--- config.mk ---
export PLATFORM = sky130hd
export DESIGN_NAME = qam_upconverter
export DESIGN_NICKNAME = d
export VERILOG_FILES = /design/src/rtl/qam_upconverter.sv
export SDC_FILE = /design/constraint.sdc
export NUM_CORES = 1
export LEC_CHECK = 0
export BUFFER_PORTS_ARGS = -buffer_cell sky130_fd_sc_hd__buf_2
export CAP_MARGIN = 5
export CELL_PAD_IN_SITES_DETAIL_PLACEMENT = 0
export CELL_PAD_IN_SITES_GLOBAL_PLACEMENT = 1
export CORE_MARGIN = 1
export CORE_UTILIZATION = 48
export CTS_BUF_LIST = sky130_fd_sc_hd__clkbuf_8 sky130_fd_sc_hd__clkbuf_16
export DETAILED_ROUTE_END_ITERATION = 10
export PLACE_DENSITY = 0.79
export SETUP_SLACK_MARGIN = 0.02
export SKIP_LAST_GASP = 1
export SYNTH_ARGS = -nofsm -noshare
export SYNTH_HDL_FRONTEND = slang
export SYNTH_SLANG_ARGS = --single-unit
--- constraint.sdc ---
create_clock -name clk -period 10.85 [get_ports clk]
set_clock_uncertainty 0.1 [all_clocks]
set_input_delay 0.5425 -clock clk [delete_from_list [all_inputs] [get_ports clk]]
set_output_delay 0.5425 -clock clk [all_outputs]
set_load 0.03 [all_outputs]
--- src/rtl/qam_upconverter.sv ---
// qam_upconverter: FIFO-buffered I/Q transmit back end. Each baseband sample is
// released for UPS sample slots (held or zero-stuffed) and mixed onto an fs/4
// carrier by 4-phase rotation, with saturating negation.
module qam_upconverter #(
    parameter int DW         = 18,
    parameter int FIFO_DEPTH = 8,
    parameter int UPS        = 4,
    parameter int ZERO_STUFF = 0
) (
    input  logic                          clk,
    input  logic                          reset,
    input  logic                          sam_clk_ena,
    input  logic                          in_valid,
    output logic                          in_ready,
    input  logic [DW-1:0]                 in_i,
    input  logic [DW-1:0]                 in_q,
    input  logic [1:0]                    mode,
    input  logic                          clear_flags,
    output logic [DW-1:0]                 tx_out,
    output logic                          out_valid,
    output logic                          underflow,
    output logic [$clog2(FIFO_DEPTH):0]   fifo_level
);

    localparam int AW = $clog2(FIFO_DEPTH);
    localparam int SW = (UPS > 1) ? $clog2(UPS) : 1;
    localparam logic [SW-1:0] SLOT_LAST = SW'(UPS - 1);
    localparam logic [DW-1:0] MOST_NEG  = {1'b1, {(DW-1){1'b0}}};
    localparam logic [DW-1:0] MOST_POS  = {1'b0, {(DW-1){1'b1}}};

    // FIFO storage: I in the upper half, Q in the lower half
    logic [2*DW-1:0] mem [FIFO_DEPTH];
    logic [AW:0]     wr_ptr;
    logic [AW:0]     rd_ptr;
    logic [2*DW-1:0] head;
    logic            full;
    logic            empty;
    logic            push;
    logic            fetch;

    // Stage-1 state
    logic [SW-1:0]   slot;
    logic [1:0]      ph;
    logic [1:0]      ph_cur;
    logic [DW-1:0]   hold_i;
    logic [DW-1:0]   hold_q;
    logic            zero_slot;
    logic            strobe_d;

    // Stage-2 mixer
    logic [DW-1:0]   sel_i;
    logic [DW-1:0]   sel_q;
    logic [DW-1:0]   mix;

    function automatic logic [DW-1:0] sat_neg(input logic [DW-1:0] x);
        if (x == MOST_NEG)
            return MOST_POS;
        else
            return -x;
    endfunction

    assign fifo_level = wr_ptr - rd_ptr;
    assign full       = (fifo_level == ($clog2(FIFO_DEPTH)+1)'(FIFO_DEPTH));
    assign empty      = (wr_ptr == rd_ptr);
    assign in_ready   = !full;
    assign push       = in_valid && in_ready;
    assign fetch      = sam_clk_ena && (slot == '0);
    assign head       = mem[rd_ptr[AW-1:0]];

    // FIFO write port (storage needs no reset; pointers define validity)
    always_ff @(posedge clk) begin
        if (push)
            mem[wr_ptr[AW-1:0]] <= {in_i, in_q};
    end

    // Stage 1: pointers, slot/phase counters, hold registers, underflow flag
    always_ff @(posedge clk or negedge reset) begin
        if (!reset) begin
            wr_ptr    <= '0;
            rd_ptr    <= '0;
            slot      <= '0;
            ph        <= '0;
            ph_cur    <= '0;
            hold_i    <= '0;
            hold_q    <= '0;
            zero_slot <= 1'b0;
            strobe_d  <= 1'b0;
            underflow <= 1'b0;
        end else begin
            strobe_d <= sam_clk_ena;
            if (push)
                wr_ptr <= wr_ptr + 1'b1;
            if (sam_clk_ena) begin
                slot      <= (slot == SLOT_LAST) ? '0 : slot + 1'b1;
                ph_cur    <= ph;
                ph        <= ph + 2'd1;
                zero_slot <= (ZERO_STUFF != 0) && (slot != '0);
            end
            if (fetch) begin
                if (empty) begin
                    hold_i <= '0;
                    hold_q <= '0;
                end else begin
                    hold_i <= head[2*DW-1:DW];
                    hold_q <= head[DW-1:0];
                    rd_ptr <= rd_ptr + 1'b1;
                end
            end
            // A new underflow takes priority over a clear in the same cycle
            if (fetch && empty)
                underflow <= 1'b1;
            else if (clear_flags)
                underflow <= 1'b0;
        end
    end

    // 4-phase fs/4 rotation with mode selection; mode is sampled here
    always_comb begin
        sel_i = zero_slot ? '0 : hold_i;
        sel_q = zero_slot ? '0 : hold_q;
        mix   = '0;
        case (mode)
            2'd0: begin
                case (ph_cur)
                    2'd0:    mix = sel_q;
                    2'd1:    mix = sel_i;
                    2'd2:    mix = sat_neg(sel_q);
                    default: mix = sat_neg(sel_i);
                endcase
            end
            2'd1: begin
                case (ph_cur)
                    2'd0:    mix = sel_q;
                    2'd1:    mix = sat_neg(sel_i);
                    2'd2:    mix = sat_neg(sel_q);
                    default: mix = sel_i;
                endcase
            end
            2'd2:    mix = sel_i;
            default: mix = '0;
        endcase
    end

    // Stage 2: register the mixed sample one cycle after each strobe
    always_ff @(posedge clk or negedge reset) begin
        if (!reset) begin
            tx_out    <= '0;
            out_valid <= 1'b0;
        end else begin
            out_valid <= strobe_d;
            if (strobe_d)
                tx_out <= mix;
        end
    end

endmodule

==> impl.org, run 1 <==
** Place
- Placer congestion estimate :: 0.9706
- In this run the tool buffered the top-level ports with 67 buffer cells.
- Once detailed placement completed, the half-perimeter wirelength came to 21.60 mm.

** Yosys
- Distinct cell type count of the synthesized netlist :: 80
- Yosys printed 0 warnings.
- Ys flop type :: sky130_fd_sc_hd__edfxtp_1
- Leading post-synthesis cells by instance count :: sky130_fd_sc_hd__edfxtp_1, sky130_fd_sc_hd__nand2_1, sky130_fd_sc_hd__o21ai_0, sky130_fd_sc_hd__mux4_2, sky130_fd_sc_hd__dfrtp_1
- Each instance of the synthesized netlist takes up on average 15.27 sq um.
- Count of flip-flops with a built-in enable after synthesis :: 288
- Synth Instances :: 1,016
- The share of synthesized area in the top cell type comes to 0.5573.
- sky130_fd_sc_hd__edfxtp_1 takes more of the synthesized area than any other cell.
- Dominant cell by count in the synthesized netlist :: sky130_fd_sc_hd__edfxtp_1
- Fraction of the yosys area taken by sequential cells :: 0.6718
- Synthesized net count :: 1,069
- In this run, synthesis produced a sequential element count of 359.
- Largest cells by area after synthesis :: sky130_fd_sc_hd__edfxtp_1, sky130_fd_sc_hd__dfrtp_1, sky130_fd_sc_hd__mux4_2
- The mapped netlist covers 0.01552 sq mm.
- Of all flip-flops after synthesis, the portion carrying an async set or reset was 0.1978.

** Critical path
- The critical path crosses 9 cells after its start point.
- STA classifies the critical path startpoint as a flip-flop.
- Among cell families on the critical path, the largest total delay comes from compound AO/OA/AOI/OAI gates.
- In this run the critical register-to-register path is captured at wr_ptr[3].
- In this run the worst path has a maximum fanout of 77.
- Longest individual stage delay on the worst path :: 1.13 ns
- Buf+Inv Stages, Crit Path :: 2
- Critical path arrival :: 4.26 ns
- Critical path class :: reg -> reg
- Standard cell with the maximum stage delay on the critical path :: sky130_fd_sc_hd__dfrtp_4
- Kind of capture point of the worst setup path :: flip-flop
- Req. time, crit path :: 11.13 ns
- Start point of the critical path :: rd_ptr[1]
- The setup check on the worst reg-to-reg path leaves a slack of 6.87 ns.
- Worst setup path end :: wr_ptr[3]
- The worst register-to-register path begins at rd_ptr[1].
- R2r worst-path depth :: 9
- Critical path cell sequence :: inv_1 > ha_1 > nor2b_1 > o21ai_0 > a21oi_1 > o31ai_1 > nor3_2 > buf_4 > xor2_1

** Routing
- Detailed routing inserted a total of 9,158 vias.
- After detailed routing, the number of remaining DRC violations is 0.
- After the first detailed-routing iteration, the DRC count stood at 930.
- After detailed routing, the average wire length per cell comes to 23.09 microns.
- Routed vias/inst :: 6.101
- Once detail routing completed, the nets flagged for antenna violations numbered 0.
- After detailed routing, the total wire length is 34.65 mm.
- The first TritonRoute pass finished after 5 iterations.

** Pwr
- IR analysis of the VDD net gives a maximum drop of 0.0001564 V.
- For this design the ratio of total power to cell area is 287.5 mW/mm^2.
- Leakage power of the design :: 0.006230 uW

** Global route
- The number of antenna violations at the first check in global routing was 0.
- Global-route congestion overflow total :: 0
- The via count of the first global-routing pass is 9,006.
- The first global-routing pass estimated 54.14 mm of wire.
- Maximum number of pins on one net before global-route repair :: 78
- Across every metal layer, demand over resource in global routing totals 0.2157.

** CTS
- Clock Latency Late Sink :: 0.53 ns
- TritonCTS clock tree :: done
- Once the clock tree was built, the setup fixing pass inserted 0 buffers.
- Post-CTS Resized :: 0
- Reg clk slew, reported paths :: 0.06 ns
- The longest clock path from root to sink contains 3 buffers.
- The tree is rooted in a sky130_fd_sc_hd__clkbuf_16.
- Num Clock Sinks :: 359
- Number of H-tree levels :: 2
- Cts-stage hold buffer count :: 0
- TritonCTS Buffers :: 37

** Timing
- Setup violations remaining at the end of the flow were counted as 0.
- Achievable frequency :: 0.2514 GHz
- Sum Neg Setup Slack :: 0 ns
- Max transition margin :: 0.1448
- Worst Max-Slew Pin Slew :: 1.272 ns
- Unrepaired setup endpoints after global routing :: false
- Final max-slew violation count :: 0
- Portion of the clock cycle consumed by the worst path in the final layout :: 0.3666
- Worst hold slack :: 0.05031 ns
- The clock period could shrink to 3.978 ns.
- The final hold violation count was 0.

** Layout
- After the last flow step, the layout net total stands at 1,127.
- # diodes :: 0
- Compared with the post-synthesis result, the final layout area differs by 12.93%.
- Final core utilization :: 0.5525
- Proportion of layout cells with a drive suffix above 1 :: 0.2129

** Outcome
- The run finished with clean final reports.

** Floorplanning
- I/O pin total :: 68
- The die is 181.8 microns tall.
- The region available for standard cell placement spans 0.03172 sq mm.
- Die Outline Area :: 0.03305 sq mm
- The initial utilization of the core area, before any placement, comes to 0.4892.
- Horizontal die dimension :: 181.8 microns
- Standard-cell rows :: 65

** Flow run
- The tool flagged a number of max-cap violations equal to 0.

** Min path
- Worst min-delay path category :: in -> async
[flip-flops by register name, indices dropped and copies added, names as in the netlist]
| signal | flops |
|---|---|
| mem | 288 |
| hold_i | 18 |
| hold_q | 18 |
| tx_out | 18 |
| rd_ptr | 4 |
| wr_ptr | 4 |
| ph | 2 |
| ph_cur | 2 |
| slot | 2 |
| out_valid | 1 |
| strobe_d | 1 |
| underflow | 1 |
[stage by stage]
| stage | total power, uW | worst slack, ns | std cells | area (sq um) |
|---|---|---|---|---|
| after floorplan | 3244 | 4.705 | 1016 | 15520 |
| after global placement | 3740 | 6.900 | 1436 | 16260 |
| after detailed placement | 3759 | 6.889 | 1436 | 16260 |
| after CTS | 5068 | 6.846 | 1500 | 17510 |
| after global routing | 5295 | 6.529 | 1501 | 17520 |
| final | 5038 | 6.872 | 1501 | 17520 |
[report_power, final]
part | total, uW | leakage (uW) | internal (uW) | switching [uW]
sequential | 2150 | 0.00349 | 1810 | 346
clock | 1300 | 0.000633 | 782 | 516
combinational | 1590 | 0.00210 | 672 | 915
[metal layers]
metal  part of all wire  GRT usage
met2               0.48     0.3448
met5                  0          0
met3              0.053    0.02968
met1               0.44     0.3058
met4              0.026    0.07390
[layout by cell type (no fill, tap or decap), types with 4 or more instances in the layout]
master                      netlist  layout
sky130_fd_sc_hd__clkinv_1         1       7
sky130_fd_sc_hd__clkbuf_16        0      38
sky130_fd_sc_hd__a21o_1           5       5
sky130_fd_sc_hd__mux2i_1         39      39
sky130_fd_sc_hd__or4_1            5       5
sky130_fd_sc_hd__or3_1            9       9
sky130_fd_sc_hd__bufinv_16        0       6
sky130_fd_sc_hd__buf_2            6      66
sky130_fd_sc_hd__a211oi_1         4       4
sky130_fd_sc_hd__a21oi_1         40      40
sky130_fd_sc_hd__nor4_2           1       4
sky130_fd_sc_hd__o21ai_0         74      74
sky130_fd_sc_hd__nor4_1          11       8
sky130_fd_sc_hd__a221oi_1         5       5
sky130_fd_sc_hd__xor2_1           9       9
sky130_fd_sc_hd__edfxtp_1       288     288
sky130_fd_sc_hd__nor2_1          44      44
sky130_fd_sc_hd__nand2_1         84      84
sky130_fd_sc_hd__o211ai_1        13      13
sky130_fd_sc_hd__xnor2_1          8       8
sky130_fd_sc_hd__o31ai_1          4       4
sky130_fd_sc_hd__a221o_1          4       4
sky130_fd_sc_hd__o2111ai_1        4       4
sky130_fd_sc_hd__and3_1           9       9
sky130_fd_sc_hd__nor3_1          18      13
sky130_fd_sc_hd__buf_4            1      15
sky130_fd_sc_hd__ha_1             9       9
sky130_fd_sc_hd__nand3_1         14      14
sky130_fd_sc_hd__nand2b_1         5       5
sky130_fd_sc_hd__inv_1           22      29
sky130_fd_sc_hd__mux4_2          72      72
sky130_fd_sc_hd__o221ai_1         8       8
sky130_fd_sc_hd__dfrtp_1         71      69
sky130_fd_sc_hd__a31oi_1          9       9
sky130_fd_sc_hd__nor3_2           2       7
[final cells by class]
class | count | area, sq um
timing repair buffer | 82 | 457.9
fill | 2485 | 14190
clock inverter | 26 | 300.3
tap | 402 | 503.0
clock buffer | 38 | 950.9
multi-input combinational | 570 | 4790
sequential | 359 | 10430
inverter | 24 | 90.09
[kinds of logic (layout without fill, tap and decap cells)]
| kind of cell | after synthesis | after routing | synth area share |
|---|---|---|---|
| AND/OR/NAND/NOR | 225 | 225 | 0.07144 |
| multiplexers | 114 | 114 | 0.1318 |
| adder cells (fa/ha/maj) | 10 | 10 | 0.008547 |
| AO/OA/AOI/OAI | 204 | 204 | 0.08442 |
| flip-flops | 359 | 359 | 0.6718 |
| buffers and inverters | 87 | 170 | 0.02233 |
| XOR/XNOR | 17 | 17 | 0.009596 |
[worst min path at each step]
stage	startpoint	slack (ns)	to	depth (start not counted)
floorplan	reset	0.15	hold_i[0]	0
global placement	ph[0]	0.36	ph[0]	1
detailed placement	ph[0]	0.36	ph[0]	1
CTS	reset	0.08	wr_ptr[1]	1
global route	clear_flags	0.11	underflow	2
finish	reset	0.05	wr_ptr[3]	1
(Power assumes the default switching activity.)
==> run 2, diff against run 1 <==
--- a/config.mk
+++ b/config.mk
@@ -5,15 +5,16 @@
 export SDC_FILE = /design/constraint.sdc
 export NUM_CORES = 1
 export LEC_CHECK = 0
+export ABC_AREA = 1
 export BUFFER_PORTS_ARGS = -buffer_cell sky130_fd_sc_hd__buf_2
 export CAP_MARGIN = 5
 export CELL_PAD_IN_SITES_DETAIL_PLACEMENT = 0
 export CELL_PAD_IN_SITES_GLOBAL_PLACEMENT = 1
 export CORE_MARGIN = 1
-export CORE_UTILIZATION = 48
+export CORE_UTILIZATION = 45
 export CTS_BUF_LIST = sky130_fd_sc_hd__clkbuf_8 sky130_fd_sc_hd__clkbuf_16
 export DETAILED_ROUTE_END_ITERATION = 10
-export PLACE_DENSITY = 0.79
+export PLACE_DENSITY = 0.81
 export SETUP_SLACK_MARGIN = 0.02
 export SKIP_LAST_GASP = 1
 export SYNTH_ARGS = -nofsm -noshare
==> constraint.sdc (replaced) <==
create_clock -name clk -period 3.6 [get_ports clk]
set_clock_uncertainty 0.1 [all_clocks]
set_input_delay 0.18 -clock clk [delete_from_list [all_inputs] [get_ports clk]]
set_output_delay 0.18 -clock clk [all_outputs]
set_load 0.03 [all_outputs]
==> run 2 against run 1 <==
Against the previous run: wire length is 16% higher; setup slack got worse by 6.5 ns; count of clock-buffer cells in the layout grew 2; critical path depth unchanged; sequential cell count is the same; synthesized area is 1.7% higher; final area grew 4.7%; total power grew to 3.1 times the previous value; via count up 24%; utilization down 2.1 points; combinational power rose to 3.8 times the previous value.
==> impl.org, run 2 <==
** Global route
- Global-route wire length before repair :: 63.49 mm (+17%)
- The combined global-route utilization of all metal layers came to 0.2288 (+0.01309).
- The via count of the first global-routing pass was 11,340 (+26%).
- Antenna violations before repair :: 0 (unchanged)
- Maximum number of pins on one net before global-route repair :: 78 (unchanged)
- Global-route congestion overflow total :: 0 (unchanged)

** Yosys
- Synthesized net count :: 1,514 (+42%)
- The largest total area in the synthesized netlist belongs to sky130_fd_sc_hd__edfxtp_1.
- Top-area cell type share of the netlist area :: 0.5478 (-0.009541)
- Cell Area, Synth :: 0.01579 sq mm (+1.7%)
- Yosys warning total :: 0 (unchanged)
- Distinct cell type count of the synthesized netlist :: 38 (-53%)
- FFs w/ async S/R, synth :: 0.1978 (unchanged)
- Largest cells by area after synthesis :: sky130_fd_sc_hd__edfxtp_1, sky130_fd_sc_hd__dfrtp_1, sky130_fd_sc_hd__o21ai_0
- The number of flops mapped to enable cells by yosys came to 288 (unchanged).
- Ys flop type :: sky130_fd_sc_hd__edfxtp_1
- Number of synthesized register bits :: 359 (unchanged)
- By count the netlist is led by sky130_fd_sc_hd__edfxtp_1, sky130_fd_sc_hd__nand2_1, sky130_fd_sc_hd__nor2_1, sky130_fd_sc_hd__o21ai_0, sky130_fd_sc_hd__nand3_1.
- Fraction of the yosys area taken by sequential cells :: 0.6603 (-0.01150)
- The number of instances in the synthesized netlist is 1,461 (+44%).
- Among all cell types in the netlist, the one instantiated most often is sky130_fd_sc_hd__edfxtp_1.
- The synthesized area per cell came to 10.81 sq um (-29%).

** Timing
- # setup viols final :: 0 (unchanged)
- The final count of pins violating max slew came to 0 (unchanged).
- The peak clock frequency supported by timing came to 0.3113 GHz (+24%).
- Final Critical Period :: 3.212 ns (-0.7656 ns)
- Worst Max-Slew Pin Slew :: 1.241 ns (-0.03044 ns)
- The setup TNS is 0 ns (unchanged).
- Portion of the clock cycle consumed by the worst path in the final layout :: 0.8923 (+0.5257)
- Worst Slack Setup Final :: 0.3878 ns (-6.484 ns)
- The worst-case headroom to the max-slew limit came to 0.1704 (+0.02558).
- Setup repair after global routing left no endpoint under its margin.
- Hold violation count in the final report :: 0 (unchanged)

** Min path
- Counting instances, the worst hold path has a depth of 6.
- The path class of the tightest hold or removal check is in -> reg.
- For hold timing, the worst endpoint is tx_out[17].
- Start point of the worst min-delay path :: mode[1]

** Flow run
- Total of max-cap violations :: 0 (unchanged)

** Place
- The pre-CTS worst setup slack is 0.3772 ns (-6.512 ns).
- The HPWL reported at the end of detailed placement was 24.53 mm (+14%).
- Placer congestion estimate :: 0.9277 (-4.4%)
- The cell area reported after detailed placement came to 0.01672 sq mm (+2.8%).
- The port buffer count was 67 (unchanged).

** Routing
- Residual DRC :: 0 (unchanged)
- The post-route antenna net violation count came to 0 (unchanged).
- Post-detailed-route wirelength per cell :: 19.67 microns (-15%)
- The vias after detailed routing was 11,400 (+24%).
- Router iterations before antenna repair :: 5 (unchanged)
- The mean number of vias per cell was 5.586 (-8.4%).
- DRT iter0 DRCs :: 1,113 (+20%)
- The total length of routed wires came to 40.15 mm (+16%).

** Layout
- The number of filler instances in the final layout is 2,991 (+20%).
- Most common cell after layout, fill and taps aside :: sky130_fd_sc_hd__edfxtp_1
- Compared with the post-synthesis result, the final layout area differs by 16.18%.
- # diodes :: 0 (unchanged)
- Commonest non-fill, non-tap cells in the layout :: sky130_fd_sc_hd__edfxtp_1, sky130_fd_sc_hd__nand2_1, sky130_fd_sc_hd__nor2_1
- The flip-flop count of the largest register, all copies and words added was 288 (unchanged).
- Proportion of layout cells with a drive suffix above 1 :: 0.1173 (-0.09564)
- The cell area after layout was 0.01834 sq mm (+4.7%).
- Final nets :: 1,608 (+43%)

** CTS
- The number of buffers inserted by post-CTS setup repair is 0 (unchanged).
- Clock Latency Late Sink :: 0.54 ns (about the same)
- The post-cts hold buffer count is 40 (+40).
- TritonCTS Buffers :: 39 (+5.4%)
- The cell sitting at the root of the clock tree is a sky130_fd_sc_hd__clkbuf_16.
- Num Clock Sinks :: 359 (unchanged)
- TritonCTS clock tree :: done
- Post-CTS Resized :: 0 (unchanged)
- The H-tree depth reported by CTS was 2 (unchanged).
- The clock slew seen by the registers of the worst setup and hold paths came to 0.06 ns (about the same).
- Buffer levels on the longest clock path :: 3 (unchanged)

** Critical path
- Critical path arrival :: 3.34 ns (-0.92 ns)
- The delay of the slowest cell on the worst path was 0.74 ns (-0.39 ns).
- The worst path required time is 3.73 ns (-7.40 ns).
- The biggest fanout along the worst timing path was 27 (-65%).
- The worst register-to-register path ends at mem[7][33].
- Standard cell with the maximum stage delay on the critical path :: sky130_fd_sc_hd__nor2_4
- Critical path cell sequence :: inv_1 > ha_1 > fa_1 > inv_1 > nor3_1 > nand2_4 > nand2_2 > nor2_4 > buf_4
- Kind of start point of the critical path :: flip-flop
- Kind of capture point of the worst setup path :: flip-flop
- Critical path class :: reg -> reg
- Tracing the worst setup path back leads to its startpoint at wr_ptr[0].
- The cell count of the worst reg-to-reg path was 9 (unchanged).
- The startpoint identified for the worst register-to-register timing path is wr_ptr[0].
- Setup slack of the worst register-to-register path :: 0.39 ns (-6.48 ns)
- Crit-path most repeated cell :: sky130_fd_sc_hd__inv_1

** Floorplanning
- Die Outline Area :: 0.03584 sq mm (+8.4%)
- The floorplan row count came to 68 (+4.6%).
- I/O pin total :: 68 (unchanged)
- Initial core utilization :: 0.4570 (-0.03219)
- The vertical die dimension is 189.3 microns (+4.1%).
- Core area :: 0.03454 sq mm (+8.9%)
- Horizontal die dimension :: 189.3 microns (+4.1%)

** Pwr
- P per Cell Area :: 857.6 mW/mm^2 (+200%)
- The standby leakage power came to 0.006893 uW (+11%).
- Overall power of the completed layout :: 15,730 uW (+210%)
- The maximum vdd ir drop came to 0.0005807 V (+270%).

** Outcome
- The flow ran to the end, and the final reports show no timing, DRC or antenna violations.
## run 2: worst max-delay path, delay by kind of cell (launching register included)
family	cells	cell delay (ns)
buf+inv	3	0.71
fa+ha+maj	2	0.69
simple gates	4	0.98
flops	1	0.41
## run 2: cell type report
cell class / count / area, sq um / share of cell area
multi-input cells: 942 / 4813 / 0.2624
inverters: 83 / 319.1 / 0.01739
flip-flops and latches: 359 / 10430 / 0.5687
well taps: 455 / 569.3 / 0.03104
clock inverters: 32 / 234.0 / 0.01276
repair buffers: 130 / 985.9 / 0.05375
clock buffers: 40 / 989.7 / 0.05396
## run 2: worst max path at each step
stage,endpoint,slack [ns],cells after the start
2_1_floorplan,mem[2][0],0.02,12
3_3_place_gp,mem[0][27],0.41,8
3_5_place_dp,mem[0][22],0.38,8
4_1_cts,mem[0][30],0.36,8
5_1_grt,mem[0][30],0.18,8
6_report,mem[7][33],0.39,9
## run 2: layer usage
| layer | GRT usage | vias to the layer above | share of wire |
|---|---|---|---|
| li1 | - | 5385 | - |
| met1 | 0.3160 | 5586 | 0.44 |
| met2 | 0.3773 | 365 | 0.48 |
| met3 | 0.03170 | 65 | 0.059 |
| met4 | 0.06607 | 0 | 0.022 |
| met5 | 0 | - | 0 |
## run 2: metrics by stage
step | utilization | std cells | hold slack (ns)
floorplan | - | 1461 | -0.2156
global route | 0.5310 | 2041 | 0.1137
global placement | 0.4840 | 1929 | 0.2697
CTS | 0.5310 | 2041 | 0.03577
finish | 0.5310 | 2041 | 0.06597
detailed placement | 0.4840 | 1929 | 0.2927
## run 2: kinds of logic (layout without fill, tap and decap cells)
kind of cell               after synthesis  in the layout  synth area share
and+or+nand+nor                        571            571            0.1523
DFF                                    359            359            0.6603
AOI/OAI and AO/OA                      342            342            0.1273
buffers and inverters                  160            285           0.04113
xor gates and xnor gates                19             19           0.01054
adders and majority gates               10             10          0.008401
## run 2: report_power, final
group	total (uW)	switching (uW)	internal [uW]
logic	5970	4230	1740
registers	6000	543	5460
clock network	3760	1610	2150
==> run 3, diff against run 2 <==
--- a/config.mk
+++ b/config.mk
@@ -10,11 +10,11 @@
 export CAP_MARGIN = 5
 export CELL_PAD_IN_SITES_DETAIL_PLACEMENT = 0
 export CELL_PAD_IN_SITES_GLOBAL_PLACEMENT = 1
-export CORE_MARGIN = 1
-export CORE_UTILIZATION = 45
+export CORE_MARGIN = 5
+export CORE_UTILIZATION = 48
 export CTS_BUF_LIST = sky130_fd_sc_hd__clkbuf_8 sky130_fd_sc_hd__clkbuf_16
 export DETAILED_ROUTE_END_ITERATION = 10
-export PLACE_DENSITY = 0.81
+export PLACE_DENSITY_LB_ADDON = 0.15
 export SETUP_SLACK_MARGIN = 0.02
 export SKIP_LAST_GASP = 1
 export SYNTH_ARGS = -nofsm -noshare
==> constraint.sdc (replaced) <==
create_clock -name clk -period 3.1 [get_ports clk]
set_clock_uncertainty 0.1 [all_clocks]
set_input_delay 0.155 -clock clk [delete_from_list [all_inputs] [get_ports clk]]
set_output_delay 0.155 -clock clk [all_outputs]
set_load 0.03 [all_outputs]
==> run 3 against run 2 <==
Against the previous run: setup slack lost 0.085 ns; die area rose by 2.2%; clock power up 12%; non-clock buffer count up 2; utilization rose by 3.5 points; sequential power is 16% higher; global-route usage fell by 0.43 points; largest power group is now combinational cells.
==> impl.org, run 3 (synthesis results as in run 2) <==
** Min path
- Worst min-delay path category :: in -> reg

** Floorplanning
- The die footprint came to 0.03662 sq mm (+2.2%).
- Initial core utilization :: 0.4852 (+0.02819)
- The vertical die dimension was 191.4 microns (+1.1%).
- The count of boundary I/O pins came to 68 (unchanged).
- The area of the placeable core came to 0.03254 sq mm (-5.8%).
- Standard-cell rows :: 66 (-2.9%)
- Horizontal die dimension :: 191.4 microns (+1.1%)

** Critical path
- Req. time, crit path :: 2.84 ns (-0.89 ns)
- Kind of start point of the critical path :: flip-flop
- Critical path arrival :: 2.54 ns (-0.80 ns)
- Start point of the critical path :: wr_ptr[0]
- The worst setup path is captured at an output port.
- The biggest fanout along the worst timing path came to 5 (-81%).
- R2r endpoint :: mem[6][22]
- The worst setup slack for register-to-register paths came to 0.34 ns (-0.05 ns).
- R2r worst-path depth :: 9 (unchanged)
- In this run the critical register-to-register path is launched from wr_ptr[0].
- By startpoint and endpoint, the worst setup path is classified as reg -> out.
- In this run the worst setup path terminates at in_ready.

** Timing
- The final count of pins violating max slew came to 0 (unchanged).
- Unrepaired setup endpoints after global routing :: false
- Timing would allow up to 0.3575 GHz.
- Final Critical Period :: 2.798 ns
- Worst Max-Slew Pin Slew :: 0.9475 ns (-0.2940 ns)
- Dividing the final minimum period by the clock period gives 0.9024.
- The smallest hold slack was 0.05687 ns (-0.009103 ns).
- # setup viols final :: 0 (unchanged)
- The setup TNS came to 0 ns (unchanged).
- The final hold violation count is 0 (unchanged).
- Max transition margin :: 0.3684 (+0.1979)

** Place
- The port buffer count was 67 (unchanged).
- The global placer's final weighted congestion was 0.8930 (-3.7%).
- The instance count after placement with tap cells included came to 1,918 (-0.57%).
- The HPWL reported at the end of detailed placement came to 25.03 mm (+2.0%).

** Layout
- In the layout the commonest cells are sky130_fd_sc_hd__edfxtp_1, sky130_fd_sc_hd__nand2_1, sky130_fd_sc_hd__nor2_1.
- The final layout net count was 1,610 (+0.12%).
- Max FFs per register :: 288 (unchanged)
- The diode insertion count for antenna repair was 0 (unchanged).
- Most common cell after layout, fill and taps aside :: sky130_fd_sc_hd__edfxtp_1
- The fraction of layout instances using a drive strength above 1 is 0.1204 (+0.003153).
- Fill cell total of the finished layout :: 2,812 (-6.0%)
- The post-route non-filler standard cell count is 2,028 (-0.64%).
- Relative to the synthesized area, the layout overhead comes to 16.66%.

** Global route
- Global-route congestion overflow total :: 0 (unchanged)
- Vias in the first global route :: 11,050 (-2.5%)
- The number of antenna violations at the first check in global routing is 3 (+3).
- Global-route wire length before repair :: 63.32 mm (-0.26%)
- Total routing resource utilization after global routing :: 0.2245 (-0.004301)
- Maximum number of pins on one net before global-route repair :: 149 (+91%)

** Pwr
- The power density over cell area came to 992.0 mW/mm^2 (+16%).
- Leakage power of the design :: 0.006896 uW (about the same)
- Overall power of the completed layout :: 18,270 uW (+16%)
- Peak supply drop :: 0.0006702 V (+15%)

** CTS
- The clock slew seen by the registers of the worst setup and hold paths came to 0.06 ns (about the same).
- Setup Fix Bufs, Post-CTS :: 0 (unchanged)
- The clock sink count came to 359 (unchanged).
- TritonCTS built the clock tree.
- The number of buffers between clock root and the deepest sink is 3 (unchanged).
- The H-tree depth reported by CTS is 2 (unchanged).
- The clock latency on the worst-skew pair came to 0.53 ns (about the same).
- TritonCTS Buffers :: 39 (unchanged)
- Buffer type at the clock tree root :: sky130_fd_sc_hd__clkbuf_16

** Routing
- Wire length after detailed routing :: 41.05 mm (+2.3%)
- The first-pass detailed-route iteration total is 5 (unchanged).
- Routed vias/inst :: 5.590 (about the same)
- Post-route ant nets :: 0 (unchanged)
- The vias after detailed routing came to 11,340 (-0.56%).
- Post-detailed-route wirelength per cell :: 20.24 microns (+2.9%)
- The post-route DRC violation count came to 0 (unchanged).
- DRT iter0 DRCs :: 819 (-26%)

** Outcome
- The run finished with clean final reports.

** Flow run
- The max-capacitance violation count was 0 (unchanged).
## run 3: cell types whose count changed in the layout (fill, tap and decap cells not counted), sizes merged
cell	previous run	this run
buf	90	92
bufinv	2	0
clkbuf	40	41
clkinv	22	18
inv	89	92
## run 3: report_power, final
group / internal [uW] / total [uW] / leakage, uW / switching [uW]
registers: 6330 / 6940 / 0.00349 / 612
clock network: 2370 / 4200 / 0.000606 / 1830
logic: 2120 / 7130 / 0.00280 / 5010
## run 3: how the worst min path moves through the flow
stage	from	to	slack (ns)	cells after the start
global route	mode[1]	tx_out[17]	0.09	6
global placement	clear_flags	underflow	0.24	2
floorplan	reset	hold_i[0]	-0.24	0
finish	mode[1]	tx_out[17]	0.06	6
CTS	mode[1]	tx_out[17]	0.03	6
detailed placement	reset	out_valid	0.27	1
## run 3: timing repair
| item | 4_1_cts | 5_1_grt |
|---|---|---|
| setup endpoints to repair | 0 | 1 |
| hold endpoints to repair | 371 | 0 |
| hold buffers | 40 | 0 |
| gates resized for setup | 0 | 1 |
## run 3: worst max-delay path: stages, from the launching register on
cell and delay (ns):
sky130_fd_sc_hd__dfrtp_1 0.41, sky130_fd_sc_hd__inv_2 0.13, sky130_fd_sc_hd__ha_1 0.26, sky130_fd_sc_hd__fa_1 0.46
sky130_fd_sc_hd__xnor2_4 0.16, sky130_fd_sc_hd__nor3_2 0.28, sky130_fd_sc_hd__nand2_8 0.11, sky130_fd_sc_hd__buf_2 0.19
## run 3: metrics by stage
stage | setup slack (ns) | util | area [sq um]
3_3_place_gp | 0.2887 | 0.5179 | 16850
3_5_place_dp | 0.2311 | 0.5179 | 16850
5_1_grt | 0.1628 | 0.5661 | 18420
6_report | 0.3024 | 0.5661 | 18420
4_1_cts | 0.08391 | 0.5659 | 18410
2_1_floorplan | -0.3057 | - | 15980
## run 3: cell type report
class / count / area [sq um] / share of cell area
sequential: 359 / 10430 / 0.5664
multi-input combinational: 942 / 4890 / 0.2655
timing repair buffer: 132 / 1064 / 0.05774
clock buffer: 41 / 1015 / 0.05509
tap: 442 / 553.0 / 0.03003
inverter: 83 / 319.1 / 0.01732
clock inverter: 29 / 146.4 / 0.007948
## run 3: metal layers
layer	track usage	vias to the layer above	routed length, microns
li1	-	5409	-
met3	0.04200	72	2583
met1	0.2952	5511	17280
met5	0	-	13
met2	0.3853	343	20370
met4	0.06022	2	806
